`src/rtl/xc_malu_seq.sv`:
```
// Sequencer for the multi-cycle MALU datapath: owns count/acc/arg registers,
// runs the CPU valid/ready/flush handshake and registers the final result.
module xc_malu_seq #(
   parameter int CW      = 6,
   parameter int TIMEOUT = 63
) (
   input  logic          clock,
   input  logic          resetn,
   input  logic          valid,
   input  logic          flush,
   input  logic          op_any,
   output logic [CW-1:0] count,
   output logic [63:0]   acc,
   output logic [31:0]   arg_0,
   output logic [31:0]   arg_1,
   output logic          dp_valid,
   input  logic [63:0]   n_acc,
   input  logic [31:0]   n_arg_0,
   input  logic [31:0]   n_arg_1,
   input  logic          dp_ready,
   input  logic [63:0]   dp_result,
   output logic [63:0]   result,
   output logic          err,
   output logic          ready
);

   typedef enum logic [1:0] {IDLE, RUN, DONE} state_t;

   localparam logic [CW-1:0] TMO = CW'(TIMEOUT);

   state_t      state, state_n;
   logic        clr, step, fin, fin_err;
   logic [63:0] fin_res;

   always_ff @(posedge clock or negedge resetn) begin
      if (!resetn) state <= IDLE;
      else         state <= state_n;
   end

   // flush outranks every state transition, including completion in RUN
   always_comb begin
      state_n = state;
      clr     = 1'b0;
      step    = 1'b0;
      fin     = 1'b0;
      fin_err = 1'b0;
      fin_res = '0;
      if (flush) begin
         state_n = IDLE;
         clr     = 1'b1;
      end else begin
         case (state)
            IDLE: if (valid) begin
               if (op_any) begin
                  state_n = RUN;
                  clr     = 1'b1;
               end else begin
                  state_n = DONE;
                  fin     = 1'b1;
                  fin_err = 1'b1;
               end
            end
            RUN: if (dp_ready) begin
               state_n = DONE;
               fin     = 1'b1;
               fin_res = dp_result;
            end else if (count == TMO) begin
               state_n = DONE;
               fin     = 1'b1;
               fin_err = 1'b1;
            end else begin
               step = 1'b1;
            end
            DONE:    state_n = IDLE;
            default: state_n = IDLE;
         endcase
      end
   end

   // timeout test precedes the increment, so count never wraps
   always_ff @(posedge clock or negedge resetn) begin
      if (!resetn) begin
         count <= '0;
         acc   <= '0;
         arg_0 <= '0;
         arg_1 <= '0;
      end else if (clr) begin
         count <= '0;
         acc   <= '0;
         arg_0 <= '0;
         arg_1 <= '0;
      end else if (step) begin
         count <= count + CW'(1);
         acc   <= n_acc;
         arg_0 <= n_arg_0;
         arg_1 <= n_arg_1;
      end
   end

   always_ff @(posedge clock or negedge resetn) begin
      if (!resetn) begin
         result <= '0;
         err    <= 1'b0;
         ready  <= 1'b0;
      end else begin
         ready <= (state_n == DONE);
         if (fin) begin
            result <= fin_res;
            err    <= fin_err;
         end
      end
   end

   assign dp_valid = (state == RUN);

endmodule

```
`config.mk`:
```
export PLATFORM = sky130hd
export DESIGN_NAME = xc_malu_seq
export DESIGN_NICKNAME = d
export VERILOG_FILES = /design/src/rtl/xc_malu_seq.sv
export SDC_FILE = /design/constraint.sdc
export NUM_CORES = 1
export LEC_CHECK = 0
export CAP_MARGIN = 20
export CORE_AREA = 2 2 156 158
export DETAILED_ROUTE_END_ITERATION = 10
export DIE_AREA = 0 0 158 160
export PLACE_DENSITY = 0.69
export SKIP_LAST_GASP = 1
export SYNTH_ARGS = -nofsm -noshare
export SYNTH_HDL_FRONTEND = slang
export SYNTH_SLANG_ARGS = --single-unit
```
`constraint.sdc`:
```
create_clock -name clock -period 2 [get_ports clock]
set_input_delay 0.6 -clock clock [delete_from_list [all_inputs] [get_ports clock]]
set_output_delay 0.6 -clock clock [all_outputs]
set_load 0.03 [all_outputs]
```
# After elaboration in Yosys (flattened, before gate mapping)

Index checks and enable logic that the tools add are counted.

Reductions and logical operators: 2
Muxes and demuxes: 34
$add $sub $neg: 1
Equality and inequality tests: 3

Operator list:

| kind                  | number |
|---|---|
| $mux W64              | 5 |
| $mux W32              | 4 |
| $mux W1               | 15 |
| $mux W6               | 2 |
| $mux W2               | 5 |
| $add A6 B1 Y6 const B | 1 |
| $eq A6 B6 Y1 const B  | 1 |
| $pmux W1 S2           | 2 |
| $pmux W2 S2           | 1 |
| $eq A2 B1 Y1 const B  | 1 |
| $eq A2 B2 Y1 const B  | 1 |
| $logic_not A2 Y1      | 1 |
| $reduce_bool A2 Y1    | 1 |

Input port bits: 198
Output and inout port bits: 201
Register bits: 202

# Logic depth before layout (Yosys ltp)

Gate-level depths: netlist of run 1.

Word-level depth: 7
Mapped depth: 7

# Worst setup path before layout of run 1

Ideal clock, no wire load.

Path type: register to register
Start point: reg count[0]
End point: reg acc[20]
Buffers on the path: 2
Required time: 1.922 ns
Library setup time: 0.078 ns
Arrival: 1.823 ns
Stages on the path, launching flop included: 8
Period minus slack after synthesis: 1.901 ns
Path slack: 0.099 ns
Cell sequence: dfrtp_1 ha_1 nand3_1 o21bai_4 clkbuf_1 buf_2 nand2_1 a21oi_1

Cells in the longest elaborated chain, start to end: 6

RTL lines:

| element                      | line | text |
|---|---|---|
| start, declared              | 12   | `output logic [CW-1:0] count,` |
| start signal, assigned       | 93   | `count <= count + CW'(1);` |
| $eq A6 B6 Y1                 | 67   | `end else if (count == TMO) begin` |
| $mux W1                      | 67   |  |
| $mux W1                      | 63   | `RUN: if (dp_ready) begin` |
| $mux W1                      | 52   | `case (state)` |
| $mux W1                      | 48   | `if (flush) begin` |
| $reduce_bool A2 Y1 (no line) | --   |  |
| end signal, assigned         | 94   | `acc <= n_acc;` |
| end, declared                | 13   | `output logic [63:0] acc,` |

No other way between the ends.
A chain may end at the register's enable or synchronous reset.

# Worst setup path after layout of run 1

Start point: reg count[3]
End point: out count[3]

No word-level cell between the ends.

==> results.rst, run 1 <==
.. list-table::
   :header-rows: 1

   * - Metric
     - Value
   * - Critical R2R Launch
     - count[0]
   * - Critical Path Source
     - count[3]
   * - Instance area after placement
     - between 10000 and 15000 sq um
   * - Power Density
     - approximately 780 nW/um^2
   * - Net count reported at finish
     - 1360
   * - Longest Clk Path Bufs
     - 3
   * - Hold Path Class
     - input pin to async pin
   * - Setup repair after global routing missed its margin
     - true
   * - Hold Violations, Final
     - 0
   * - Final std cell area, no fill
     - approximately 13000 sq um
   * - Critical path buffers and inverters
     - 1
   * - Pre-CTS WS
     - -0.419 ns
   * - Req. time, crit path
     - roughly 1.4 ns
   * - Number of instances in the synthesized netlist
     - approximately 750
   * - Starting density of the core
     - between 30% and 40%
   * - Grt total ovfl
     - 0
   * - Largest stage delay, worst path
     - roughly 0.44 ns
   * - Power spent charging and discharging nets
     - around 2.6 mW
   * - Post-synthesis sequential area ratio
     - roughly two thirds
   * - Number of primary I/O pins
     - roughly 400
   * - Overall die area
     - between 20000 and 30000 sq um
   * - Global placement routability congestion
     - slightly below 0.8
   * - Number of pins with negative max-slew slack in the final report
     - 0
   * - Kind of launch point of the worst setup path
     - register
   * - Clock Sink Count
     - ~200
   * - CP Cell Sequence
     - clkdlybuf4s15_1
   * - Synth Net Count
     - between 900 and 1000
   * - Synth Register Bits
     - around 200
   * - Clock-pin slew of the registers on the worst-case setup and hold paths
     - roughly 0.060 ns
   * - Worst Setup Slack, final
     - 0.0342 ns
   * - Port-buffer cells
     - roughly 400
   * - Core Rows
     - 57
   * - Wire length of the first global-routing pass
     - between 30 and 40 mm
   * - First-pass iteration count of the detailed router
     - 4
   * - Pin count of the biggest net entering global routing
     - ~50
   * - Static power due to leakage
     - 6.41 nW
   * - Relative contribution of combinational cells to total power
     - between 10% and 20%
   * - Top Family by Delay on Critical Path
     - buffers and inverters
   * - Layout cell share with drive strength beyond 1
     - 7.74%
   * - Max-cap check violation count
     - 0
   * - Post-CTS Setup Bufs
     - 0
   * - Combined area of all synthesized cells
     - around 8000 sq um
   * - Top cell type by total area after synthesis
     - dfrtp_1
   * - Transition at the pin with the smallest max-transition slack
     - 0.483 ns
   * - Sequential group share of total power
     - between 40% and 50%
   * - Critical path start-end classification
     - register to output pin
   * - Antenna violations before repair
     - 1
   * - Antenna-violating nets left
     - 0
   * - Sort of element at the end of the critical path
     - output pin
   * - Total setup violations reported at the end of the flow
     - 0
   * - Number of design rule violations left after detail routing
     - 0
   * - Drt total wl
     - 25.3 mm
   * - Final-layout fill cell count
     - 2204
   * - Wire length per cell after detailed routing
     - 16.9 um
   * - Cells taking the most area after synthesis
     - dfrtp_1 (65%), nand2_1 (13%), a21oi_1 (8.4%)
   * - DP HPWL
     - around 19 mm
   * - Clock tree root buffer cell
     - clkbuf_16
   * - Clk_lat worst skew
     - 0.50 ns
   * - TNS Setup
     - 0 ns
   * - CTS tree
     - built
   * - Total track usage
     - ~19%
   * - Detailed Route Iter0 Violations
     - between 200 and 300
   * - Largest fanout on the critical path
     - 5
   * - Minimum setup slack among reg-to-reg paths
     - 0.20 ns
   * - Average cell area after synthesis
     - around 10 sq um
   * - Final Cycle Share
     - between 90% and 100%
   * - Chip Width
     - around 160 um
   * - Status
     - finished clean
   * - Number of vias after detailed routing
     - 7134
   * - Layout Skew
     - approximately 0.0081 ns
   * - Highest-delay cell along the critical path
     - clkdlybuf4s15_1
   * - Portion of total power attributed to the clock network
     - 40.9%
   * - Synth Warn #
     - 0
   * - Area overhead of the layout relative to synthesis
     - 66.5%
   * - Worst slew margin relative to its limit
     - 67.8%
   * - Average via count per standard cell
     - 4.75
   * - Via count of the first global-routing pass
     - ~7200
   * - Worst EP arrival
     - between 1 and 1.5 ns
   * - Pint
     - about 7.5 mW
   * - CTS hold repair buffers
     - 0
   * - Worst vdd rail ir drop
     - around 480 uV
   * - Minimum period implied by the final worst setup slack
     - 1.97 ns
   * - Die height
     - ~160 um
   * - Synth top area share
     - between 60% and 70%
   * - Total CTS buffers
     - 23
   * - Highest Clock Rate
     - about 0.5 GHz
   * - Unique masters post-synth
     - 30
   * - H-Tree Depth
     - 1
   * - Switching fraction of total power
     - between 20% and 30%
   * - Cts repair resizes
     - ~200
   * - Area of the core
     - ~24000 sq um
[path summary, 6_finish.rpt]
check / end / cells after the start
setup / recovery: count[3] / 1
hold / removal: acc[26] / 1
setup reg to reg: result[14] / 6
hold reg to reg: result[47] / 1
max in group asynchronous: acc[62] / 2
min in group clock: result[47] / 1
[sequential cells by signal (all words and copies together), names as in the netlist]
| register | count |
|---|---|
| state | 2 |
| result | 64 |
| count | 6 |
| arg_0 | 32 |
| acc | 64 |
| ready | 1 |
| arg_1 | 32 |
| err | 1 |
[power by group through the flow]
| stage | clock network [mW] | registers, mW | logic [mW] |
|---|---|---|---|
| 5_1_grt | 4.45 | 4.39 | 1.72 |
| 3_5_place_dp | 0 | 4.45 | 1.76 |
| 4_1_cts | 4.27 | 4.37 | 1.64 |
| 6_report | 4.15 | 4.37 | 1.62 |
| 3_3_place_gp | 0 | 4.45 | 1.75 |
| 2_1_floorplan | 0 | 4.81 | 0.333 |
[layer usage]
metal / vias up / routed length, um / GRT usage [%]
met5: - / 0 / 0
li1: 3357 / - / -
met4: 0 / 761 / 6.14
met1: 3439 / 10000 / 23.2
met2: 283 / 12100 / 32.7
met3: 55 / 2390 / 6.00
[per-stage QoR]
step | utilization [%] | hold WS (ns) | power (mW) | cells
after floorplan | - | 0.304 | 5.14 | 753
after global routing | 54.6 | 0.0865 | 10.6 | 1501
final | 54.6 | 0.0718 | 10.1 | 1501
after global placement | 52.5 | 0.487 | 6.19 | 1460
after CTS | 54.6 | 0.0643 | 10.3 | 1500
after detailed placement | 52.5 | 0.490 | 6.21 | 1460
[area by class of cell]
| type | count | area, sq um | share of cell area (%) |
|---|---|---|---|
| Sequential cell | 202 | 5050 | 38.9 |
| Timing Repair Buffer | 440 | 4330 | 33.3 |
| Multi-Input combinational cell | 490 | 2450 | 18.9 |
| Clock buffer | 29 | 628 | 4.83 |
| Tap cell | 324 | 405 | 3.12 |
| Clock inverter | 11 | 119 | 0.914 |
| Inverter | 4 | 15.0 | 0.115 |
| Antenna cell | 1 | 2.50 | 0.0192 |
[synth_stat cells]
| master | n |
|---|---|
| a211oi_1 | 1 |
| xnor2_1 | 1 |
| clkbuf_1 | 25 |
| o21a_1 | 1 |
| mux2_2 | 1 |
| o21ai_0 | 1 |
| or3_1 | 1 |
| or3b_1 | 1 |
| ha_1 | 1 |
| o21ai_1 | 1 |
| nor2_1 | 8 |
| a21oi_1 | 131 |
| buf_6 | 11 |
| nand2_1 | 261 |
| or4_1 | 1 |
| buf_2 | 18 |
| nor2b_1 | 3 |
| a22o_1 | 64 |
| nand3_1 | 4 |
| a221oi_1 | 1 |
| inv_1 | 4 |
| nor3_1 | 2 |
| a31o_2 | 1 |
| buf_1 | 3 |
| o21ba_2 | 1 |
| dfrtp_1 | 202 |
| a31oi_1 | 1 |
| o2111ai_1 | 1 |
| and3_1 | 1 |
| o21bai_4 | 1 |
[layout by cell type (no fill, tap or decap), types with 2 or more instances in the layout]
cell | Yosys | final
clkbuf_1 | 25 | 3
clkbuf_16 | 0 | 23
clkinv_2 | 0 | 5
a22o_1 | 64 | 64
nor2_1 | 8 | 8
dfrtp_1 | 202 | 202
clkinv_4 | 0 | 2
bufinv_16 | 0 | 2
nor2b_1 | 3 | 2
buf_4 | 0 | 19
nand3_1 | 4 | 4
clkbuf_2 | 0 | 3
nand2_1 | 261 | 261
nor3_1 | 2 | 2
a21oi_1 | 131 | 131
clkdlybuf4s50_1 | 0 | 196
dlygate4sd2_1 | 0 | 196
clkbuf_8 | 0 | 4
buf_12 | 0 | 23
inv_1 | 4 | 4
[cells by family after synthesis]
logic type               after synthesis  share of synthesized area [%]
AND/OR/NAND/NOR                      282                           13.9
AO/OA/AOI/OAI                        205                           16.7
flip-flops                           202                           64.7
XOR/XNOR                               1                          0.112
multiplexers                           1                          0.144
buffers and inverters                 61                           4.28
adder cells (fa/ha/maj)                1                          0.160
Power figures use the tool's default switching activity.
==> run 2, diff against run 1 <==
--- a/config.mk
+++ b/config.mk
@@ -6,10 +6,10 @@
 export NUM_CORES = 1
 export LEC_CHECK = 0
 export CAP_MARGIN = 20
-export CORE_AREA = 2 2 156 158
+export CORE_ASPECT_RATIO = 0.5
+export CORE_UTILIZATION = 40
 export DETAILED_ROUTE_END_ITERATION = 10
-export DIE_AREA = 0 0 158 160
-export PLACE_DENSITY = 0.69
+export PLACE_DENSITY = 0.81
 export SKIP_LAST_GASP = 1
 export SYNTH_ARGS = -nofsm -noshare
 export SYNTH_HDL_FRONTEND = slang
==> results.rst, run 2 (synthesized netlist as in run 1, its figures left out) <==
.. list-table::
   :header-rows: 1

   * - Metric
     - Value
   * - Starting density of the core
     - 41.7% (+8.9 points)
   * - Port-buffer cells
     - 398 (unchanged)
   * - Share of the core filled with cells in the final layout
     - 67.3% (+13 points)
   * - Static power due to leakage
     - 6.26 nW (-2.3%)
   * - Instance area after placement
     - 12300 sq um (-2.1%)
   * - Critical Path Source
     - count[0]
   * - Sort of element at the end of the critical path
     - register
   * - Critical path start-end classification
     - register to register
   * - Layout Skew
     - 0.00842 ns (+0.000337 ns)
   * - Detailed Route Iter0 Violations
     - 438 (+63%)
   * - Req. time, crit path
     - 2.40 ns (+1.00 ns)
   * - Post-CTS Setup Bufs
     - 0 (unchanged)
   * - Antenna violations before repair
     - 0 (-1)
   * - CTS hold repair buffers
     - 0 (unchanged)
   * - Transition at the pin with the smallest max-transition slack
     - 0.491 ns (+0.00789 ns)
   * - First-pass iteration count of the detailed router
     - 5 (+1)
   * - Kind of launch point of the worst setup path
     - register
   * - Total CTS buffers
     - 19 (-17%)
   * - Drt total wl
     - 25.0 mm (-1.2%)
   * - Worst EP arrival
     - 2.35 ns (+0.98 ns)
   * - Number of primary I/O pins
     - 399 (unchanged)
   * - Overall die area
     - 20100 sq um (-20%)
   * - Number of pins with negative max-slew slack in the final report
     - 0 (unchanged)
   * - Max-cap check violation count
     - 0 (unchanged)
   * - Worst slew margin relative to its limit
     - 67.2% (-0.53 points)
   * - Most common library cell in the layout ignoring fill and taps
     - nand2_1
   * - Average via count per standard cell
     - 5.01 (+5.3%)
   * - Highest Clock Rate
     - 0.513 GHz (+0.88%)
   * - Clk_lat worst skew
     - 0.48 ns (-0.02 ns)
   * - Total track usage
     - 24.2% (+5.0 points)
   * - Pin count of the biggest net entering global routing
     - 95 (+94%)
   * - Largest fanout on the critical path
     - 94 (+89)
   * - Global placement routability congestion
     - 0.833 (+6.8%)
   * - Number of vias after detailed routing
     - 7100 (-0.48%)
   * - Layout cell share with drive strength beyond 1
     - 6.13% (-1.6 points)
   * - Core Rows
     - 35 (-39%)
   * - Critical R2R Launch
     - count[0]
   * - CTS tree
     - built
   * - Clock Sink Count
     - 202 (unchanged)
   * - Setup repair after global routing missed its margin
     - true
   * - Area overhead of the layout relative to synthesis
     - 61.6%
   * - DP HPWL
     - 18.5 mm (-0.41%)
   * - Highest-count cells in the layout ignoring fill and taps
     - nand2_1 (261), dfrtp_1 (202), dlygate4sd2_1 (198)
   * - Cell Count, Final, Fillers Out
     - 1418 (-5.5%)
   * - Via count of the first global-routing pass
     - 7187 (-0.42%)
   * - Hold Violations, Final
     - 0 (unchanged)
   * - Chip Width
     - 200 um (+26%)
   * - Antenna-violating nets left
     - 0 (unchanged)
   * - R2r endpoint
     - arg_0[1]
   * - Power Density
     - 755 nW/um^2 (-3.1%)
   * - Total setup violations reported at the end of the flow
     - 0 (unchanged)
   * - Minimum period implied by the final worst setup slack
     - 1.95 ns (-0.0171 ns)
   * - Grt total ovfl
     - 0 (unchanged)
   * - Net count reported at finish
     - 1346 (-1.0%)
   * - Worst vdd rail ir drop
     - 544 uV (+14%)
   * - Placed Instances
     - 1385 (-5.1%)
   * - Clock-pin slew of the registers on the worst-case setup and hold paths
     - 0.07 ns (about the same)
   * - Die height
     - 101 um (-37%)
   * - H-Tree Depth
     - 1 (unchanged)
   * - Longest Clk Path Bufs
     - 3 (unchanged)
   * - Wire length per cell after detailed routing
     - 17.6 um (+4.6%)
   * - Largest registers
     - acc (64), result (64)
   * - Status
     - finished clean
   * - Final-layout fill cell count
     - 1568 (-29%)
   * - Minimum setup slack among reg-to-reg paths
     - 0.05 ns (-0.15 ns)
   * - Final std cell area, no fill
     - 12600 sq um (-3.0%)
   * - Final Cycle Share
     - 97.4% (-0.85 points)
   * - Wire length of the first global-routing pass
     - 38.1 mm (-2.1%)
   * - Area of the core
     - 18700 sq um (-21%)
   * - Worst reg-to-reg path cell count
     - 6 (unchanged)
   * - Hold Path Class
     - input pin to async pin
   * - End of the critical path
     - arg_0[1]
   * - Number of design rule violations left after detail routing
     - 0 (unchanged)
   * - Clock tree root buffer cell
     - clkbuf_16
   * - Antenna cells
     - 0 (-1)
-- run 2: changes by cell type in the layout (fill, tap and decap cells not counted), sizes merged --
cell | previous run | this run
buf | 43 | 34
clkdlybuf4s15 | 1 | 0
diode | 1 | 0
clkinvlp | 1 | 0
dlygate4sd2 | 196 | 198
bufinv | 2 | 1
clkbuf | 33 | 30
clkinv | 7 | 3
-- run 2: routing by layer --
metal  up-vias  wire, um  part of all wire (%)  GRT usage (%)
li1       3309         -                     -              -
met1      3514      9990                    40           29.5
met2       221     12900                    51           43.3
met3        56      1300                   5.2           4.32
met4         0       853                   3.4           8.93
met5         -         0                     0              0
-- run 2: worst min path at each step --
stage	to	from	cells past startpoint	slack [ns]
detailed placement	result[5]	result[5]	1	0.49
CTS	acc[11]	resetn	1	0.09
finish	acc[11]	resetn	1	0.09
floorplan	acc[0]	resetn	0	0.30
global route	acc[11]	resetn	1	0.11
global placement	result[28]	result[28]	1	0.49
-- run 2: per-stage QoR --
stage	setup WS, ns	setup TNS (ns)	hold slack, ns	power (mW)
after floorplan	0.0993	0	0.304	5.14
after global placement	-0.366	-45.77	0.488	6.15
after detailed placement	-0.396	-58.00	0.491	6.18
after CTS	0.0344	0	0.0910	9.64
after global routing	-0.0251	-0.210	0.111	9.91
final	0.0512	0	0.0866	9.54
-- run 2: layout make-up --
type                    instances  area [sq um]  area share [%]
repair buffers                430          4170            33.0
well taps                     259           324            2.57
flip-flops and latches        202          5050            40.0
clock inverters                 5          57.6           0.456
inverters                       4          15.0           0.119
clock buffers                  28           549            4.35
multi-input cells             490          2460            19.5
-- run 2: report_power, final --
group,switching [mW],total [mW],internal (mW)
Clock,1.53,3.57,2.04
Combinational,0.857,1.59,0.735
Sequential,0.106,4.37,4.27
Total,2.49,9.54,7.05
-- run 2: what timing repair did --
item	CTS	global route
cloned	0	0
endpoints found under the hold margin	0	0
gates resized for setup	199	3
setup endpoints to repair	199	70
-- run 2: worst max-delay path, stage by stage, from the launching register on --
cell and delay [ns]:
dfrtp_1 0.42, ha_1 0.20, nand3_1 0.24, o21bai_4 0.27, clkbuf_16 0.36, nand2_1 0.12, a21oi_1 0.18
